[src/rtl/parallel_load1_if.sv]
// Serial/parallel shift-register bus.
//   parallelload : load strobe, sampled on the rising clock edge
//   input1       : parallel word, WIDTH bits
//   sin          : serial input bit that back-fills the register while shifting
//   sout         : serial output bit, the outgoing end of the register
// The master modport drives load/data/serial-in and observes sout.
// The slave modport is the shift register itself.
interface parallel_load1_if #(
  parameter int WIDTH = 8
);
  logic             parallelload;
  logic [WIDTH-1:0] input1;
  logic             sin;
  logic             sout;

  modport master (
    output parallelload,
    output input1,
    output sin,
    input  sout
  );

  modport slave (
    input  parallelload,
    input  input1,
    input  sin,
    output sout
  );
endinterface

[src/rtl/parallel_load1.sv]
// Parallel-in / serial-in, serial-out shift register used as a serialiser
// front-end. A word is loaded in one cycle and then clocked out one bit per
// edge, while sin back-fills the vacated end of the register.
// Ports:
//   clk : system clock, every state update happens on the rising edge
//   rst : synchronous active-high reset, clears the register
//   bus : parallel_load1_if slave (parallelload, input1, sin -> sout)
// Parameters:
//   WIDTH     : register and parallel word width, at least 2
//   MSB_FIRST : 1 shifts toward the MSB (sout = bit WIDTH-1, sin enters bit 0)
//               0 shifts toward the LSB (sout = bit 0, sin enters bit WIDTH-1)
// Priority on each edge: rst, then parallelload, then shift. There is no hold
// state, so the register shifts on every edge that is not a reset or a load.
module parallel_load1 #(
  parameter int WIDTH     = 8,
  parameter int MSB_FIRST = 1
) (
  input  logic            clk,
  input  logic            rst,
  parallel_load1_if.slave bus
);

  logic [WIDTH-1:0] sr_q;
  logic [WIDTH-1:0] sr_d;

  // One shift step in the configured direction. The bit that leaves the
  // register is the one sout shows now; sin takes the far end.
  function automatic logic [WIDTH-1:0] shift_step(
    input logic [WIDTH-1:0] cur,
    input logic             din
  );
    logic [WIDTH-1:0] nxt;
    if (MSB_FIRST != 0) begin
      nxt = {cur[WIDTH-2:0], din};
    end else begin
      nxt = {din, cur[WIDTH-1:1]};
    end
    return nxt;
  endfunction

  // Next-state selection. Reset is applied in the register process so it
  // overrides a simultaneous load.
  always_comb begin
    sr_d = shift_step(sr_q, bus.sin);
    if (bus.parallelload) begin
      sr_d = bus.input1;
    end
  end

  // Register stage
  always_ff @(posedge clk) begin
    if (rst) begin
      sr_q <= '0;
    end else begin
      sr_q <= sr_d;
    end
  end

  // sout comes straight from a flop, so nothing on the inputs reaches it
  // combinationally.
  if (MSB_FIRST != 0) begin : g_out_msb
    assign bus.sout = sr_q[WIDTH-1];
  end else begin : g_out_lsb
    assign bus.sout = sr_q[0];
  end

endmodule

[src/flat_wrapper.sv]
// flat-port wrapper written by rule: the top's interface ports become plain ports
module parallel_load1_flat 
#(
  parameter int WIDTH     = 8,
  parameter int MSB_FIRST = 1
)
  (clk, rst, bus_parallelload, bus_input1, bus_sin, bus_sout);
  parallel_load1_if #(.WIDTH(WIDTH)) bus_i ();
  input  logic clk;
  input  logic rst;
  input wire logic [$bits(bus_i.parallelload)-1:0] bus_parallelload;
  input wire logic [$bits(bus_i.input1)-1:0] bus_input1;
  input wire logic [$bits(bus_i.sin)-1:0] bus_sin;
  output wire logic [$bits(bus_i.sout)-1:0] bus_sout;
  assign bus_i.parallelload = bus_parallelload;
  assign bus_i.input1 = bus_input1;
  assign bus_i.sin = bus_sin;
  assign bus_sout = bus_i.sout;
  parallel_load1 #(.WIDTH(WIDTH), .MSB_FIRST(MSB_FIRST)) u_core (.clk(clk), .rst(rst), .bus(bus_i));
endmodule
[config.mk]
export PLATFORM = sky130hd
export DESIGN_NAME = parallel_load1_flat
export DESIGN_NICKNAME = d
export VERILOG_FILES = /design/src/rtl/parallel_load1_if.sv /design/src/rtl/parallel_load1.sv /design/src/flat_wrapper.sv
export SDC_FILE = /design/constraint.sdc
export NUM_CORES = 1
export LEC_CHECK = 0
export BUFFER_PORTS_ARGS = -buffer_cell sky130_fd_sc_hd__buf_4
export CAP_MARGIN = 20
export CORE_AREA = 2 2 39 41
export CTS_BUF_LIST = sky130_fd_sc_hd__clkbuf_8
export DETAILED_ROUTE_END_ITERATION = 8
export DIE_AREA = 0 0 41 43
export GPL_TIMING_DRIVEN = 0
export MAX_ROUTING_LAYER = met4
export SETUP_SLACK_MARGIN = 0.3
export SLEW_MARGIN = 20
export SYNTH_ARGS = -nofsm -noshare
export SYNTH_HDL_FRONTEND = slang
export SYNTH_SLANG_ARGS = --single-unit
[constraint.sdc]
create_clock -name clk -period 0.8 [get_ports clk]
set_input_delay 0.2 -clock clk [delete_from_list [all_inputs] [get_ports clk]]
set_output_delay 0.2 -clock clk [all_outputs]
set_load 0.01 [all_outputs]
==> impl_metrics.ini, run 1 <==
[outcome]
status = finished with violations
violations = setup timing

[setup_path]
crit_type = reg2out
cp.required_ns = 0.60
critPathBufInv = 1
max_stage_delay_ns = 0.31
cp_cell_sequence = buf_6
cp.arrival_ns = 0.63
crit_family = flip-flops
ff2ff_setup_slack_ns = 0.17
worst-path-max-fanout = 1
crit_path_start_kind = flop
cp-end-kind = output port
crit_slowest_cell = dfxtp_1

[synthesis]
muxShareOfSynthArea_pct = 28.1
yosys.area.top_type = dfxtp_1
synth_area_leaders = dfxtp_1 56%, mux2i_1 28%, nor2_1 11%, buf_6 3.9%, buf_1 1.3%
ys_warn_count = 0
synth_compound_area_share_pct = 0
synthAdderAreaFrac_pct = 0
synth_cell_types = 5
syn_area_per_cell_um2 = 11.0
yosysSeqAreaShare_pct = 56.1
synthXorXnorAreaFrac_pct = 0
ys_seq_elements = 8
synth_top_area_share_pct = 56.1
synth_top_family_by_area = multiplexers
syn_area_um2 = 285
synthSimpleGateAreaFrac_pct = 10.5
synth_fp_nets = 38
syn_inst = 26

[clock_network]
root_buffer = clkbuf_8
postCtsSetupRepairBufs = 0
h-tree-depth = 1
clockBufferDepth = 2
path_clk_slew_ns = 0.04
cts_tree = built
cts_num_sinks = 8
cts-buffers-inserted = 3
clk_latency_ns = 0.22

[sta]
maxSlewViolCount = 0
setup_viol = 1
period_needed_ns = 0.833
setup_ws_ns = -0.0325
finalHoldViolCount = 0
max_freq_mhz = 1200
grt_setup_unrepaired = yes
fin_skew_ns = 0.00315
fin_crit_sh_pct = 104
relSlewSlack_pct = 78.4
worst_slew_pin_slew_ns = 0.324

[layout]
drive_gt1_share_pct = 38.5
largest_reg_flops = 8
top_register = u_core.sr_q
final_cell_mix = 9 x buf_4, 8 x mux2i_1, 8 x nor2_1
largest_registers = u_core.sr_q: 8 flops
final_area_um2 = 435
syn_to_final_growth_pct = 52.6
diodes = 0
fin_nets = 53
layout_commonest_cell = buf_4

[die]
die_w_um = 41
ios = 13
rows = 14
core_um2 = 1380
initial_core_util_pct = 20.6
fp.dieH_um = 43
dieArea_um2 = 1760

[placement]
numPortBuffers = 10
gp_congestion = 0.580
place_area_um2 = 389

[routing]
ant_nets = 0
drt-initial-drc-count = 3
drcViolationCount = 0
wl_per_cell_um = 9.09
routed_wl_um = 500
dr.pass1.iters = 3
dr_total_vias = 206
via_per_inst = 3.75

[power_and_ir_drop]
finalPower_mw = 1.01
vdd_ir_drop_max_v = 0.000939
p_leak_nw = 0.210
power-per-cell-area_nw_per_um2 = 2320

[global_route]
grt_max_degree = 9
grt_util_met3_pct = 3.14
track_usage_pct = 7.24
top_usage_layer = met1
use_met1_pct = 9.15
grt_pass1_wl_um = 779
overflow = 0
grt_pass1_vias = 187
use_met2_pct = 8.44
grt_antenna_before_repair = 0

[worst_hold_path]
hp-class = in2reg

[flow_run]
maxCapViolCount = 0
Yosys cell counts:
library cell	number
buf_6	1
nor2_1	8
buf_1	1
mux2i_1	8
dfxtp_1	8
stage by stage:
step	TNS, ns	hold slack (ns)	utilization, %	setup slack (ns)	instances
after detailed placement	0	0.439	28.1	0.0828	52
after CTS	-0.0425	0.203	31.4	-0.0425	55
after global placement	0	0.433	28.1	0.0751	52
final	-0.0325	0.202	31.5	-0.0325	55
after floorplan	0	0.344	-	0.167	26
after global routing	-0.0467	0.226	31.5	-0.0467	55
routing by layer:
layer / vias up / wire, µm
li1: 110 / -
met1: 86 / 223
met2: 10 / 229
met3: 0 / 47
met4: 0 / 0
met5: - / 0
report_power, final:
| group | internal (mW) | switching (mW) | total [mW] | leakage (nW) |
|---|---|---|---|---|
| sequential | 0.426 | 0.00574 | 0.431 | 0.0665 |
| clock | 0.325 | 0.152 | 0.477 | 0.0216 |
| combinational | 0.0672 | 0.0359 | 0.103 | 0.122 |
| total | 0.818 | 0.193 | 1.01 | 0.210 |
final cells by class:
type                       instances  area (µm²)
clock buffer                       3        41.3
timing repair buffer              10        78.8
sequential                         8         161
fill                             152         948
buffer                             2        23.8
tap                               16        20.0
multi-input combinational         16         110
timing repair:
action,CTS,global route
setup endpoints to repair,8,8
gates resized for setup,1,1
hold buffers,0,0
worst paths after layout:
kind,start,endpoint,cells after the start
worst max-delay path,u_core.sr_q[7],bus_sout,1
worst min-delay path,bus_sin,u_core.sr_q[0],3
worst max register to register,u_core.sr_q[3],u_core.sr_q[4],2
worst min register to register,u_core.sr_q[4],u_core.sr_q[5],2
cell families (layout without fill, tap and decap cells):
logic type / count (synthesis) / after routing
buffers and inverters: 2 / 15
and+or+nand+nor: 8 / 8
DFF: 8 / 8
muxes: 8 / 8
Note: power is estimated with default switching activity, not from simulation.
==> run 2, diff against run 1 <==
==> constraint.sdc (replaced) <==
create_clock -name clk -period 1 [get_ports clk]
set_input_delay 0.25 -clock clk [delete_from_list [all_inputs] [get_ports clk]]
set_output_delay 0.25 -clock clk [all_outputs]
set_load 0.01 [all_outputs]
==> impl_metrics.ini, run 2 (synthesis gave the netlist of run 1 again) <==
[outcome]
status = completed

[setup_path]
ff2ff_setup_slack_ns = 0.42
crit_family = flip-flops
r2r-end = u_core.sr_q[6]
crit_path_start_kind = flop
cp_num_cells = 1
cp_cell_sequence = buf_6
crit_slowest_cell = dfxtp_2
cp.arrival_ns = 0.64
critPathBufInv = 1
r2r_cells = 2
startpoint = u_core.sr_q[7]
max_stage_delay_ns = 0.31
worst-path-max-fanout = 1
cp.required_ns = 0.75
crit_type = reg2out
rr_startpoint = u_core.sr_q[5]
cp-end-kind = output port

[routing]
dr.pass1.iters = 2
dr_total_vias = 212
ant_nets = 0
routed_wl_um = 471
wl_per_cell_um = 8.56
via_per_inst = 3.85
drcViolationCount = 0
drt-initial-drc-count = 1

[clock_network]
postCtsSetupRepairBufs = 0
cts_num_sinks = 8
path_clk_slew_ns = 0.04
root_buffer = clkbuf_8
clk_latency_ns = 0.22
clockBufferDepth = 2
cts-buffers-inserted = 3
h-tree-depth = 1
cts_tree = built

[layout]
fin_nets = 53
diodes = 0
syn_to_final_growth_pct = 50.9
fin_cells = 55
final_cell_mix = 9 x buf_4, 8 x mux2i_1, 8 x nor2_1
largest_registers = u_core.sr_q: 8 flops
layout_commonest_cell = buf_4
fillers = 153
largest_reg_flops = 8
top_register = u_core.sr_q
postLayoutCoreUtil_pct = 31.1
drive_gt1_share_pct = 38.5

[power_and_ir_drop]
p_int_mw = 0.651
p_seq_share_pct = 43.4
vdd_ir_drop_max_v = 0.000631
power.share.switching_pct = 18.1
pwr-share-comb_pct = 10.1
p_leak_nw = 0.208
clockPowerShare_pct = 46.5
power-per-cell-area_nw_per_um2 = 1850
switching_power_mw = 0.144

[placement]
post-place-cells = 52
gp_congestion = 0.630
pre_cts_slack_ns = 0.250
numPortBuffers = 10

[worst_hold_path]
hold-path-endpoint = u_core.sr_q[0]
hp-class = in2reg
min_from = bus_sin
min_path_cells = 3

[die]
core_um2 = 1380
initial_core_util_pct = 20.6
fp.dieH_um = 43
die_w_um = 41
rows = 14
ios = 13
dieArea_um2 = 1760

[sta]
worst_slew_pin_slew_ns = 0.343
setup_ws_ns = 0.115
fin_skew_ns = 0.00131
fin_crit_sh_pct = 88.5
maxSlewViolCount = 0
period_needed_ns = 0.885
grt_setup_unrepaired = yes
final.setup.tns_ns = 0
setup_viol = 0
finalHoldViolCount = 0
relSlewSlack_pct = 77.2
max_freq_mhz = 1130

[global_route]
grt_antenna_before_repair = 0
grt_pass1_wl_um = 717
overflow = 0
grt_pass1_vias = 191
grt_max_degree = 9
track_usage_pct = 6.93

[flow_run]
maxCapViolCount = 0
[run 2: worst max-delay path by stage]
stage                                end  slack (ns)
after floorplan           u_core.sr_q[0]        0.31
after global placement    u_core.sr_q[6]        0.25
final                           bus_sout        0.11
after detailed placement  u_core.sr_q[5]        0.25
after CTS                       bus_sout        0.11
after global routing            bus_sout         0.1
[run 2: routing by layer]
metal	global-route usage (%)	vias to the layer above	wire length, µm	part of all wire [%]
met5	-	-	0	0
met4	8.00	0	15	3.2
met3	4.71	4	42	8.9
met2	7.81	8	212	45
met1	6.86	90	201	43
li1	-	110	-	-
[run 2: power by group through the flow]
stage	registers, mW	logic, mW	clock network [mW]
2_1_floorplan	0.350	0.0427	0
3_3_place_gp	0.350	0.0793	0
3_5_place_dp	0.350	0.0800	0
4_1_cts	0.345	0.0821	0.382
5_1_grt	0.347	0.0871	0.398
6_report	0.346	0.0800	0.370
[run 2: repair_timing]
action | in CTS | in global routing
endpoints found under the setup margin | 1 | 1
resized for setup | 2 | 0
hold buffers | 0 | 0
cloned | 0 | 0
[run 2: layout make-up]
cell class                      count  area, µm²  area share [%]
Multi-Input combinational cell     16        110            25.6
Tap cell                           16       20.0            4.65
Buffer                              2       18.8            4.36
Clock buffer                        3       41.3            9.59
Sequential cell                     8        161            37.5
Timing Repair Buffer               10       78.8            18.3
[run 2: per-stage QoR]
stage          hold slack, ns  total power, mW  instance area, µm²
3_3_place_gp            0.445            0.429                 384
6_report                0.263            0.795                 430
2_1_floorplan           0.394            0.393                 289
4_1_cts                 0.264            0.810                 430
5_1_grt                 0.270            0.832                 430
3_5_place_dp            0.449            0.430                 384
==> run 3, diff against run 2 <==
--- a/config.mk
+++ b/config.mk
@@ -13,6 +13,7 @@
 export DIE_AREA = 0 0 41 43
 export GPL_TIMING_DRIVEN = 0
 export MAX_ROUTING_LAYER = met4
+export RECOVER_POWER = 25
 export SETUP_SLACK_MARGIN = 0.3
 export SLEW_MARGIN = 20
 export SYNTH_ARGS = -nofsm -noshare
==> impl_metrics.ini, run 3 (synthesis gave the netlist of run 1 again) <==
[global_route]
overflow = 0
grt_max_degree = 9
track_usage_pct = 6.93
grt_antenna_before_repair = 0
grt_pass1_vias = 191
grt_pass1_wl_um = 717

[layout]
fillers = 153
layout_commonest_cell = buf_4
largest_registers = u_core.sr_q: 8 flops
final_area_um2 = 430
fin_cells = 55
largest_reg_flops = 8
top_register = u_core.sr_q
seqCellArea_um2 = 161
final_cell_mix = 9 x buf_4, 8 x mux2i_1, 8 x nor2_1
syn_to_final_growth_pct = 50.9
multi_input_area_um2 = 110
drive_gt1_share_pct = 38.5
diodes = 0
fin_nets = 53

[power_and_ir_drop]
clockPowerShare_pct = 46.5
power.share.switching_pct = 18.1
power-per-cell-area_nw_per_um2 = 1850
p_seq_share_pct = 43.4
p_int_mw = 0.651
p_leak_nw = 0.208
pwr-share-comb_pct = 10.1
switching_power_mw = 0.144
vdd_ir_drop_max_v = 0.000631

[sta]
period_needed_ns = 0.885
maxSlewViolCount = 0
finalHoldViolCount = 0
fin_crit_sh_pct = 88.5
grt_setup_unrepaired = yes
fin_skew_ns = 0.00131
final.setup.tns_ns = 0
fin_hold_ws_ns = 0.263
setup_viol = 0
worst_slew_pin_slew_ns = 0.345
max_freq_mhz = 1130
relSlewSlack_pct = 77.0

[placement]
post-place-cells = 52
place_area_um2 = 384
numPortBuffers = 10
gp_congestion = 0.630

[clock_network]
ctsHoldBuffers = 0
clk_latency_ns = 0.22
clockBufferDepth = 2
cts_num_sinks = 8
path_clk_slew_ns = 0.04
postCtsSetupRepairBufs = 0
h-tree-depth = 1
cts-buffers-inserted = 3
root_buffer = clkbuf_8
cts_tree = built

[flow_run]
maxCapViolCount = 0

[setup_path]
crit_path_start_kind = flop
critPathBufInv = 1
crit_type = reg2out
worst-path-max-fanout = 1
max_stage_delay_ns = 0.31
cp-end-kind = output port
cp.arrival_ns = 0.64
crit_family = flip-flops
cp_cell_sequence = buf_6
cp.required_ns = 0.75
crit_slowest_cell = dfxtp_2

[die]
rows = 14
fp.dieH_um = 43
initial_core_util_pct = 20.6
dieArea_um2 = 1760
core_um2 = 1380
ios = 13
die_w_um = 41

[routing]
via_per_inst = 3.85
dr_total_vias = 212
dr.pass1.iters = 2
routed_wl_um = 473
drcViolationCount = 0
drt-initial-drc-count = 1
wl_per_cell_um = 8.60
ant_nets = 0

[worst_hold_path]
hp-class = in2reg

[outcome]
status = completed
==> run 3: cell count changes in the layout (fill, tap and decap cells not counted) <==
cell and delta:
buf_1 -1, clkbuf_1 +1
==> run 3: cell type report <==
type	count	area share, %
repair buffers	10	18.3
well taps	16	4.65
plain buffers	2	4.36
flip-flops and latches	8	37.5
clock buffers	3	9.59
multi-input cells	16	25.6
==> run 3: tightest hold or removal path, delay by kind of cell <==
family	cells	cell delay, ns
buf+inv	1	0.07
simple gates	1	0.07
mux	1	0.05
==> run 3: metal layers <==
metal,wire length [µm],vias up,part of all wire [%],global-route usage [%]
li1,-,110,-,-
met1,205,90,43,6.86
met2,212,8,45,7.81
met3,39,4,8.2,4.71
met4,15,0,3.2,8.00
met5,0,-,0,-
==> run 3: repair_timing <==
item | in CTS | in global routing
setup endpoints to repair | 1 | 1
gates resized for setup | 2 | 0
pin swaps | 0 | 0
==> run 3: path summary, 6_finish.rpt <==
| path | start | to | slack, ns | cells after the start |
|---|---|---|---|---|
| setup / recovery | u_core.sr_q[7] | bus_sout | 0.11 | 1 |
| hold / removal | bus_sin | u_core.sr_q[0] | 0.26 | 3 |
| setup reg to reg | u_core.sr_q[5] | u_core.sr_q[6] | 0.42 | 2 |
| hold reg to reg | u_core.sr_q[4] | u_core.sr_q[5] | 0.46 | 2 |
==> run 3: stage by stage <==
step | setup WS, ns | total power [mW] | util (%)
final | 0.115 | 0.795 | 31.1
after global routing | 0.0969 | 0.832 | 31.1
after CTS | 0.109 | 0.810 | 31.1
after detailed placement | 0.250 | 0.430 | 27.8
after global placement | 0.252 | 0.429 | 27.8
after floorplan | 0.306 | 0.393 | -
==> run 3: power by group through the flow <==
stage | sequential, mW | combinational [mW] | clock [mW]
after global placement | 0.350 | 0.0793 | 0
after CTS | 0.345 | 0.0821 | 0.382
final | 0.346 | 0.0800 | 0.370
after floorplan | 0.350 | 0.0427 | 0
after global routing | 0.347 | 0.0871 | 0.398
after detailed placement | 0.350 | 0.0800 | 0
